<file path="src/rtl/banco_registradores_quatro.sv">
// Four-entry register bank ahead of the Nrisc 4:1 operand mux: drives the mux data
// inputs and select, plus a registered (write-bypassed) copy of the selected operand.
module banco_registradores_quatro #(
    parameter int                   LARGURA     = 8,
    parameter logic [LARGURA-1:0]   VALOR_RESET = 8'h00
) (
    input  logic               clock,
    input  logic               reset,
    input  logic               escrita_en,
    input  logic [1:0]         endereco_escrita,
    input  logic [LARGURA-1:0] dado_escrita,
    input  logic               leitura_req,
    input  logic [1:0]         endereco_leitura,
    output logic [LARGURA-1:0] reg0,
    output logic [LARGURA-1:0] reg1,
    output logic [LARGURA-1:0] reg2,
    output logic [LARGURA-1:0] reg3,
    output logic [1:0]         selecao,
    output logic [LARGURA-1:0] dado_lido,
    output logic               valido,
    output logic [7:0]         contador_escritas
);

    logic [LARGURA-1:0] reg0_r;
    logic [LARGURA-1:0] reg1_r;
    logic [LARGURA-1:0] reg2_r;
    logic [LARGURA-1:0] reg3_r;
    logic [1:0]         selecao_r;
    logic [LARGURA-1:0] dado_lido_r;
    logic               valido_r;
    logic [7:0]         contador_r;
    logic [LARGURA-1:0] lido_banco_s;
    logic [LARGURA-1:0] dado_leitura_s;

    // Select the stored operand addressed by the read port.
    always_comb begin
        lido_banco_s = reg0_r;
        case (endereco_leitura)
            2'd0:    lido_banco_s = reg0_r;
            2'd1:    lido_banco_s = reg1_r;
            2'd2:    lido_banco_s = reg2_r;
            2'd3:    lido_banco_s = reg3_r;
            default: lido_banco_s = reg0_r;
        endcase
    end

    // Same-edge write to the read address wins so the reader sees the new data.
    always_comb begin
        dado_leitura_s = lido_banco_s;
        if (escrita_en && (endereco_escrita == endereco_leitura)) begin
            dado_leitura_s = dado_escrita;
        end else begin
            dado_leitura_s = lido_banco_s;
        end
    end

    // Register storage; reset outranks any write in the same cycle.
    always_ff @(posedge clock) begin
        if (reset) begin
            reg0_r <= VALOR_RESET;
            reg1_r <= VALOR_RESET;
            reg2_r <= VALOR_RESET;
            reg3_r <= VALOR_RESET;
        end else if (escrita_en) begin
            case (endereco_escrita)
                2'd0:    reg0_r <= dado_escrita;
                2'd1:    reg1_r <= dado_escrita;
                2'd2:    reg2_r <= dado_escrita;
                2'd3:    reg3_r <= dado_escrita;
                default: reg0_r <= reg0_r;
            endcase
        end
    end

    // Write counter, wraps naturally at 8 bits; rewriting an equal value still counts.
    always_ff @(posedge clock) begin
        if (reset) begin
            contador_r <= 8'd0;
        end else if (escrita_en) begin
            contador_r <= contador_r + 8'd1;
        end
    end

    // Read pipeline stage: select and data hold when idle, valid pulses per request.
    always_ff @(posedge clock) begin
        if (reset) begin
            selecao_r   <= 2'd0;
            dado_lido_r <= {LARGURA{1'b0}};
            valido_r    <= 1'b0;
        end else if (leitura_req) begin
            selecao_r   <= endereco_leitura;
            dado_lido_r <= dado_leitura_s;
            valido_r    <= 1'b1;
        end else begin
            valido_r    <= 1'b0;
        end
    end

    assign reg0              = reg0_r;
    assign reg1              = reg1_r;
    assign reg2              = reg2_r;
    assign reg3              = reg3_r;
    assign selecao           = selecao_r;
    assign dado_lido         = dado_lido_r;
    assign valido            = valido_r;
    assign contador_escritas = contador_r;

endmodule
</file>
<file path="config.mk">
export PLATFORM = sky130hd
export DESIGN_NAME = banco_registradores_quatro
export DESIGN_NICKNAME = d
export VERILOG_FILES = /design/src/rtl/banco_registradores_quatro.sv
export SDC_FILE = /design/constraint.sdc
export NUM_CORES = 1
export LEC_CHECK = 0
export ABC_AREA = 1
export ABC_CLOCK_PERIOD_IN_PS = 1700
export CAP_MARGIN = 10
export CORE_MARGIN = 2
export CORE_UTILIZATION = 47
export DETAILED_ROUTE_END_ITERATION = 10
export GPL_ROUTABILITY_DRIVEN = 0
export PLACE_DENSITY = 0.79
export SYNTH_ARGS = -nofsm -noshare
export SYNTH_HDL_FRONTEND = slang
export SYNTH_SLANG_ARGS = --single-unit
</file>
<file path="constraint.sdc">
create_clock -name clock -period 1.7 [get_ports clock]
set_clock_uncertainty 0.05 [all_clocks]
set_input_delay 0.34 -clock clock [delete_from_list [all_inputs] [get_ports clock]]
set_output_delay 0.34 -clock clock [all_outputs]
set_load 0.005 [all_outputs]
</file>
# After elaboration in Yosys (flattened, before gate mapping)
# Cells that the tools add are included.
# op_classes
add_sub_neg,1
eq_ne,7
n_mux,3
reduce_logical,7
# ops
op,n
$pmux W8 S4,1
$add A8 B1 Y8 const B,1
$eq A2 B2 Y1 const B,4
$mux W8,1
$reduce_and A2 Y1,4
$eq A2 B1 Y1 const B,2
$logic_not A2 Y1,2
$eq A2 B2 Y1,1
$logic_and A1 B1 Y1,1
$mux W1,1
# word_totals
register_bits,51
inputBits,16
output_inout_bits,51
word_cells,26

# Longest topological paths before layout
# Gate-level depths: netlist of run 1.
# depth
depth_word,3
depth_mapped,9
depth_no_buf,8

# Least setup slack after synthesis of run 1
# Ideal clock, no wire load.
# synth_timing
path_type,input-to-reg
startpoint,input port endereco_leitura[0]
endpoint,"register dado_lido_r[0], in the netlist dado_lido[0]"
setup_time_ns,0.132
t_arrival_ns,1.119
required_ns,1.518
setup_slack_ns,0.399
path_stages,8
path_buffers,1
path_cell_list,buf_4 inv_2 o21ai_0 nor2_4 nand2_4 nand2_1 nand3_1 a21oi_1
# synth_between
elab_chain_cells,3
elab_cells_between_ends,8
classes_between,eq/ne: 4; mux: 2; reduce/logical: 2
# synth_rtl
element,line_no,rtl
start: declaration,13,"input logic [1:0] endereco_leitura,"
$eq A2 B2 Y1 (tied with other cells),38,case (endereco_leitura)
$pmux W8 S4 / $logic_and A1 B1 Y1 (equally long branches),"38, 50",
$mux W8 *,50,if (escrita_en && (endereco_escrita == endereco_leitura)) begin
end signal: assignment,88,dado_lido_r <= {LARGURA{1'b0}};
end signal: assignment,92,dado_lido_r <= dado_leitura_s;
end: declaration,29,logic [LARGURA-1:0] dado_lido_r;
# Every way passes the cells marked *; elsewhere a longest branch is shown, timed or not.
# A chain may end at the register's enable or synchronous reset.

# Final worst setup path of run 1
# layout_timing
startpoint,"register reg1_r[4], in the netlist reg1[4]"
endpoint,output port reg1[4]
# layout_rtl
element,line_no,rtl
start: declaration,25,logic [LARGURA-1:0] reg1_r;
start signal: assignment,67,2'd1: reg1_r <= dado_escrita;
end: declaration,15,"output logic [LARGURA-1:0] reg1,"
# No word-level cell between the ends.

==> results_dict.tcl, run 1 <==
set metrics [dict create \
    end_kind "primary output" \
    diodes 0 \
    p_leak_uw 0.00128 \
    postRouteAntennaNets 0 \
    instances_no_fill 448 \
    syn_area_per_cell_um2 7.31 \
    slowest_stage "clkdlybuf4s50_1" \
    area_growth_syn_to_layout_pct 42.5 \
    cts_tree "done" \
    power.net_switching_uw 635 \
    placement.io_buffers 66 \
    grt_max_degree 21 \
    synth_most_common_cell "nand3_1" \
    firstDrtPassIters 4 \
    clk_latency_ns 0.31 \
    switching_share_pct 25.0 \
    clkSinkCount 51 \
    seq_power_share_pct 50.9 \
    r2r_cells 6 \
    die_y_um 73.6 \
    ys_ff_latch 51 \
    via_count 2380 \
    die_x_um 73.6 \
    rr_startpoint "contador_escritas[0]" \
    htreeDepth 2 \
    grtUsageTotal_pct 24.1 \
    wl_met1_um 2580 \
    seq_area_frac_synth_pct 44.9 \
    core_mm2 0.00469 \
    drive_gt1_share_pct 10.4 \
    rows 25 \
    yosys.area.top_type_share_pct 44.9 \
    tns_ns 0 \
    status "completed" \
    p_int_uw 1900 \
    fillers 407 \
    startpoint_type "flop" \
    synth_top_area_cell "dfxtp_1" \
    synth_edf_count 0 \
    grt_pass1_wl_um 10000 \
    netlist_top_cells_area "dfxtp_1 (45%), nand3_1 (13%), a21oi_1 (9.9%)" \
    clockPowerShare_pct 32.2 \
    drc 0 \
    clk_pin_slew_worst_paths_ns 0.08 \
    path_delay_family "buffers and inverters" \
    synth_commonest_cells "nand3_1 (57), dfxtp_1 (51), a21oi_1 (45), nand2_1 (35), inv_1 (32)" \
    powerDensity_mw_per_mm2 783 \
    wl_per_cell_um 13.8 \
    yosysUniqueCellTypes 25 \
    worstPathMaxFanout 3 \
    worst_pin_slew_ns 0.332 \
    cts_buffers 5 \
    synth_area_mm2 0.00227 \
    arrival_ns 1.24 \
    floorplan.initialDensity_pct 48.5 \
    crit_path_end "reg1[4]" \
    synth_flop_cell "dfxtp_1" \
    drv_slew 0 \
    ys.warnings.count 0 \
    nNetsFinal 411 \
    worstSetupPathType "reg -> out" \
    clock.fmax_ghz 0.615 \
    place_inst 439 \
    cap_violations 0 \
    maxSlewHeadroom_pct 77.8 \
    viasPerCell 5.31 \
    grt_overflow 0 \
    met2_length_um 3090 \
    cts_max_path_buffers 2 \
    antenna_found_initial 0 \
    syn_inst 311 \
    power_frac_comb_pct 16.9 \
    async_flop_share_pct 0 \
    critPathMaxStageDelay_ns 0.53 \
    fin_crit_ns 1.63 \
    top_level_ports 67 \
    critPathRequiredTime_ns 1.31 \
    dp_hpwl_um 4480 \
    whs_ns 0.418 \
    hold_violations 0 \
    ir_worst_vdd_uv 466 \
    r2r_slack_ns 0.35 \
    synthesis.nets 328 \
    critical_path_depth 1 \
    post-route-period-util_pct 95.7 \
    r2r-end "contador_escritas[6]" \
    worst-path-buf-inv 1 \
    routed_wl_um 6170 \
    rsz0062_at_grt "no" \
    cp_cell_sequence "clkdlybuf4s50_1" \
    wl_met3_um 372 \
    clockRootBuffer "clkbuf_8" \
    grt_pass1_vias 2193 \
    highest_layer "met4" \
    cp-startpoint "reg1[4]" \
    setup_viol 0 \
    drtIter0Drc 192 \
    die-area_mm2 0.00541 \
    hold_class "reg -> reg" \
]
==> logic make-up after synthesis <==
kind of cell / Yosys count / synth area share (%)
adders and majority gates: 1 / 0.550
xor gates and xnor gates: 1 / 0.715
buffers and inverters: 52 / 9.90
DFF: 51 / 44.9
AOI/OAI and AO/OA: 75 / 16.6
and+or+nand+nor: 131 / 27.4
==> power groups by stage <==
| stage | Sequential (uW) | Clock [uW] | Combinational, uW |
|---|---|---|---|
| after floorplan | 1320 | 0 | 186 |
| after global placement | 1320 | 0 | 410 |
| after detailed placement | 1320 | 0 | 418 |
| after CTS | 1290 | 825 | 422 |
| after global routing | 1300 | 872 | 474 |
| final | 1290 | 818 | 429 |
==> cell type report <==
type / count / area, um2 / area share, %
tap: 54 / 67.6 / 2.08
clock inverter: 1 / 30.0 / 0.927
clock buffer: 6 / 72.6 / 2.24
timing repair buffer: 92 / 881 / 27.2
sequential: 51 / 1020 / 31.5
multi-input combinational: 208 / 1030 / 31.9
inverter: 36 / 135 / 4.17
==> cells in the final DEF (no fill, tap or decap) <==
cell type        Yosys  routed
nor3b_1              1       1
nor3_4               1       1
nand2_2              1       1
buf_4                4      24
ha_1                 1       1
o21ai_0             29      28
clkbuf_8             0       5
buf_12               0       2
xnor2_2              1       1
inv_1               32      32
nor3_1               3       3
bufinv_16            0       1
o21ai_1              0       1
nor2_1              28      28
nor2_4               1       2
dfxtp_1             51      51
nand3_1             57      57
nand2_1             35      35
clkinv_1             3       3
nor3_2               1       1
a31oi_1              1       1
a21oi_1             45      45
clkdlybuf4s50_1      0      66
nand2_4              1       1
nand3_4              1       1
inv_2                1       1
clkbuf_1             5       1
==> flip-flops by register name, indices dropped and copies added (netlist names) <==
signal             cells
contador_escritas      8
dado_lido              8
reg0                   8
reg1                   8
reg2                   8
reg3                   8
selecao                2
valido                 1
==> metal layers <==
| layer | GRT usage (%) | vias up |
|---|---|---|
| met3 | 5.62 | 13 |
| met5 | 0 | - |
| li1 | - | 1195 |
| met1 | 30.0 | 1095 |
| met4 | 7.07 | 0 |
| met2 | 41.4 | 77 |
==> worst min-delay path by stage <==
stage,from,to,slack [ns],depth (start not counted)
2_1_floorplan,reg2[0],reg2[0],0.40,2
3_3_place_gp,reg2[0],reg2[0],0.40,2
3_5_place_dp,reg2[6],reg2[6],0.41,2
4_1_cts,reg2[6],reg2[6],0.42,2
5_1_grt,dado_lido[3],dado_lido[3],0.46,2
6_report,reg2[6],reg2[6],0.42,2
==> repair_timing <==
item / 4_1_cts / 5_1_grt
setup buffers: 0 / 2
hold buffers: 0 / 0
gates resized for setup: 0 / 2
setup endpoints to repair: 0 / 11
==> per-stage QoR <==
step                      setup WS [ns]  total power [uW]  area, um2  utilization (%)
after global placement           -0.136              1730       3120             66.5
after floorplan                   0.399              1500       2270                -
after detailed placement         -0.206              1740       3120             66.5
after global routing           0.000811              2640       3240             69.1
final                            0.0735              2540       3240             69.1
after CTS                        0.0615              2540       3220             68.6
(Power assumes the default switching activity.)
==> inputs of run 2 (changes only) <==
--- a/config.mk
+++ b/config.mk
@@ -8,11 +8,11 @@
 export ABC_AREA = 1
 export ABC_CLOCK_PERIOD_IN_PS = 1700
 export CAP_MARGIN = 10
-export CORE_MARGIN = 2
-export CORE_UTILIZATION = 47
+export CORE_MARGIN = 4
+export CORE_UTILIZATION = 45
 export DETAILED_ROUTE_END_ITERATION = 10
 export GPL_ROUTABILITY_DRIVEN = 0
-export PLACE_DENSITY = 0.79
+export PLACE_DENSITY = 0.76
 export SYNTH_ARGS = -nofsm -noshare
 export SYNTH_HDL_FRONTEND = slang
 export SYNTH_SLANG_ARGS = --single-unit
==> results_dict.tcl, run 2 (same netlist as run 1, synthesis figures left out) <==
set metrics [dict create \
    status "completed" \
    die_y_um 79.1 \
    powerDensity_mw_per_mm2 768 \
    cap_violations 0 \
    post-route-period-util_pct 96.0 \
    via_count 2417 \
    core_mm2 0.00482 \
    diodes 0 \
    rows 25 \
    worst-path-buf-inv 1 \
    grt_pass1_wl_um 10800 \
    floorplan.initialDensity_pct 47.2 \
    worstSetupPathType "reg -> out" \
    postRouteAntennaNets 0 \
    clk_latency_ns 0.31 \
    drtIter0Drc 159 \
    top_level_ports 67 \
    maxSlewHeadroom_pct 79.4 \
    whs_ns 0.363 \
    mostFrequentLayoutCell "clkdlybuf4s50_1" \
    die_x_um 79.1 \
    drc 0 \
    area_growth_syn_to_layout_pct 42.1 \
    dp_hpwl_um 4840 \
    clockRootBuffer "clkbuf_8" \
    clk_pin_slew_worst_paths_ns 0.09 \
    firstDrtPassIters 4 \
    cp_cell_sequence "clkdlybuf4s50_1" \
    setup_viol 0 \
    clkSinkCount 51 \
    critPathMaxStageDelay_ns 0.53 \
    antenna_found_initial 0 \
    end_kind "primary output" \
    worstPathMaxFanout 3 \
    viasPerCell 5.24 \
    grt_overflow 0 \
    ir_worst_vdd_uv 381 \
    placement.io_buffers 66 \
    clock.fmax_ghz 0.613 \
    drive_gt1_share_pct 10.4 \
    hold_class "in -> reg" \
    routed_wl_um 6410 \
    cts_hold_buf 0 \
    arrival_ns 1.24 \
    wl_per_cell_um 13.9 \
    startpoint_type "flop" \
    finalPower_uw 2480 \
    rsz0062_at_grt "no" \
    nNetsFinal 410 \
    critPathRequiredTime_ns 1.31 \
    placed_area_mm2 0.00311 \
    grtUsageTotal_pct 21.5 \
    drv_slew 0 \
    grt_pass1_vias 2410 \
    hold_violations 0 \
    mostFrequentLayoutCells "clkdlybuf4s50_1 (65), nand3_1 (57), dfxtp_1 (51)" \
    fin_util_pct 67.1 \
    final_cell_area_mm2 0.00323 \
    fin_crit_ns 1.63 \
    p_leak_uw 0.00128 \
    slowest_stage "clkdlybuf4s50_1" \
    cts_tree "done" \
    grt_max_degree 22 \
    worst_pin_slew_ns 0.308 \
    htreeDepth 2 \
    path_delay_family "buffers and inverters" \
    die-area_mm2 0.00626 \
    cts_max_path_buffers 2 \
    cts_buffers 5 \
]
==> run 2: cell count changes in the layout (fill, tap and decap cells not counted) <==
cell / previous run / this run
nor2_2: 0 / 1
clkdlybuf4s50_1: 66 / 65
clkbuf_8: 5 / 7
buf_12: 2 / 1
nor2_4: 2 / 1
bufinv_16: 1 / 0
dlymetal6s2s_1: 0 / 1
==> run 2: metrics by stage <==
step	setup WS (ns)	setup TNS, ns	std cells
after detailed placement	-0.250	-4.66	451
final	0.0685	0	461
after floorplan	0.399	0	311
after CTS	0.0510	0	459
after global routing	0.0120	0	461
after global placement	-0.178	-3.06	451
==> run 2: worst paths after layout <==
kind	start	cells past startpoint	to	slack (ns)
setup / recovery	reg1[4]	1	reg1[4]	0.07
hold / removal	escrita_en	2	contador_escritas[0]	0.36
setup reg to reg	contador_escritas[0]	6	contador_escritas[6]	0.24
hold reg to reg	dado_lido[3]	2	dado_lido[3]	0.42
==> run 2: report_power, final <==
part / switching (uW) / leakage, uW / internal (uW) / total, uW
Sequential: 42.5 / 0.000417 / 1250 / 1290
Clock: 397 / 0.0000515 / 372 / 770
Combinational: 205 / 0.000811 / 217 / 422
Total: 644 / 0.00128 / 1840 / 2480
==> run 2: final cells by class <==
class / instances / area, um2
clock buffers: 8 / 100
fillers: 449 / 1590
inverters: 36 / 135
multi-input cells: 208 / 1030
flip-flops and latches: 51 / 1020
well taps: 67 / 83.8
repair buffers: 91 / 863
==> run 2: repair_timing <==
item                                    4_1_cts  5_1_grt
buffers inserted                              0        2
resized for setup                             0        2
endpoints found under the setup margin        0        9
==> run 2: layer usage <==
metal,wire length (um),track usage (%),vias up
met5,0,0,-
met1,2770,26.0,1130
li1,-,-,1195
met3,382,3.74,9
met2,3160,37.7,83
met4,98,8.76,0
==> inputs of run 3 (changes only) <==
--- a/config.mk
+++ b/config.mk
@@ -8,7 +8,7 @@
 export ABC_AREA = 1
 export ABC_CLOCK_PERIOD_IN_PS = 1700
 export CAP_MARGIN = 10
-export CORE_MARGIN = 4
+export CORE_MARGIN = 8
 export CORE_UTILIZATION = 45
 export DETAILED_ROUTE_END_ITERATION = 10
 export GPL_ROUTABILITY_DRIVEN = 0
==> results_dict.tcl, run 3 (same netlist as run 1, synthesis figures left out) <==
set metrics [dict create \
    status "completed" \
    clk_latency_ns 0.30 \
    cts_max_path_buffers 2 \
    mostFrequentLayoutCell "clkdlybuf4s50_1" \
    worstPathMaxFanout 3 \
    via_count 2388 \
    die_x_um 87.1 \
    cap_violations 0 \
    top_level_ports 67 \
    power_frac_comb_pct 17.9 \
    setup_viol 0 \
    critPathMaxStageDelay_ns 0.54 \
    antenna_found_initial 0 \
    critPathRequiredTime_ns 1.31 \
    clockPowerShare_pct 27.7 \
    postRouteAntennaNets 0 \
    fin_util_pct 65.0 \
    routed_wl_um 6480 \
    placement.io_buffers 66 \
    p_leak_uw 0.00127 \
    arrival_ns 1.23 \
    clkSinkCount 51 \
    die_y_um 87.1 \
    worstSetupPathType "reg -> out" \
    cp_cell_sequence "clkdlybuf4s50_1" \
    end_kind "primary output" \
    fin_crit_ns 1.62 \
    maxSlewHeadroom_pct 65.4 \
    drv_slew 0 \
    worst-path-buf-inv 1 \
    cts_tree "done" \
    cts_hold_buf 0 \
    rows 26 \
    hold_violations 0 \
    nNetsFinal 408 \
    core_mm2 0.00498 \
    powerDensity_mw_per_mm2 735 \
    seq_power_share_pct 54.4 \
    rsz0062_at_grt "no" \
    startpoint_type "flop" \
    finalPower_uw 2380 \
    floorplan.initialDensity_pct 45.7 \
    viasPerCell 5.19 \
    power.net_switching_uw 632 \
    drive_gt1_share_pct 9.74 \
    grt_overflow 0 \
    path_delay_family "buffers and inverters" \
    p_int_uw 1740 \
    switching_share_pct 26.6 \
    drc 0 \
    clockRootBuffer "clkbuf_8" \
    clock.fmax_ghz 0.619 \
    ir_worst_vdd_uv 512 \
    wl_per_cell_um 14.1 \
    post-route-period-util_pct 95.1 \
    grt_max_degree 25 \
    clk_pin_slew_worst_paths_ns 0.09 \
    dp_hpwl_um 4970 \
    worst_pin_slew_ns 0.516 \
    hold_class "in -> reg" \
    grt_pass1_wl_um 10400 \
    grt_pass1_vias 2296 \
    grtUsageTotal_pct 17.0 \
    diodes 0 \
    drtIter0Drc 147 \
    die-area_mm2 0.00759 \
    pre_cts_ws_ns -0.263 \
    firstDrtPassIters 4 \
    slowest_stage "clkdlybuf4s50_1" \
    cts_buffers 5 \
    mostFrequentLayoutCells "clkdlybuf4s50_1 (65), nand3_1 (57), dfxtp_1 (51)" \
    setup_ws_ns 0.0836 \
    htreeDepth 2 \
    area_growth_syn_to_layout_pct 42.2 \
]
-- run 3: final cells by class --
type | instances | area, um2
fillers | 463 | 1740
multi-input cells | 208 | 1030
flip-flops and latches | 51 | 1020
repair buffers | 89 | 886
inverters | 36 | 135
well taps | 70 | 87.6
clock buffers | 5 | 68.8
clock inverters | 1 | 7.51
-- run 3: path summary, 6_finish.rpt --
kind / from / slack [ns] / endpoint / cells after the start
min reg2reg: dado_lido[0] / 0.42 / dado_lido[0] / 2
max: reg1[4] / 0.08 / reg1[4] / 1
min: escrita_en / 0.36 / contador_escritas[0] / 2
max reg2reg: contador_escritas[0] / 0.35 / contador_escritas[6] / 6
-- run 3: what timing repair did --
action / CTS / global route
endpoints found under the setup margin: 0 / 9
buffers inserted: 0 / 1
resized for setup: 0 / 2
hold endpoints to repair: 0 / 0
-- run 3: power by group through the flow --
stage	Clock (uW)	Sequential, uW	Combinational [uW]
4_1_cts	673	1290	419
3_5_place_dp	0	1320	417
6_report	659	1290	424
2_1_floorplan	0	1320	186
5_1_grt	716	1300	468
3_3_place_gp	0	1320	408
-- run 3: through the flow --
step	instances	TNS (ns)	instance area [um2]	hold WS (ns)
finish	460	0	3230	0.363
global placement	453	-3.34	3140	0.406
detailed placement	453	-4.19	3140	0.404
global route	460	0	3230	0.410
CTS	459	0	3210	0.418
floorplan	311	0	2270	0.403
-- run 3: layer usage --
| layer | wire, um | share of wire, % | global-route usage, % | vias to the layer above |
|---|---|---|---|---|
| met3 | 446 | 6.9 | 3.40 | 10 |
| li1 | - | - | - | 1187 |
| met1 | 2690 | 41 | 19.1 | 1108 |
| met2 | 3250 | 50 | 30.3 | 83 |
| met4 | 93 | 1.4 | 7.34 | 0 |
| met5 | 0 | 0 | 0 | - |
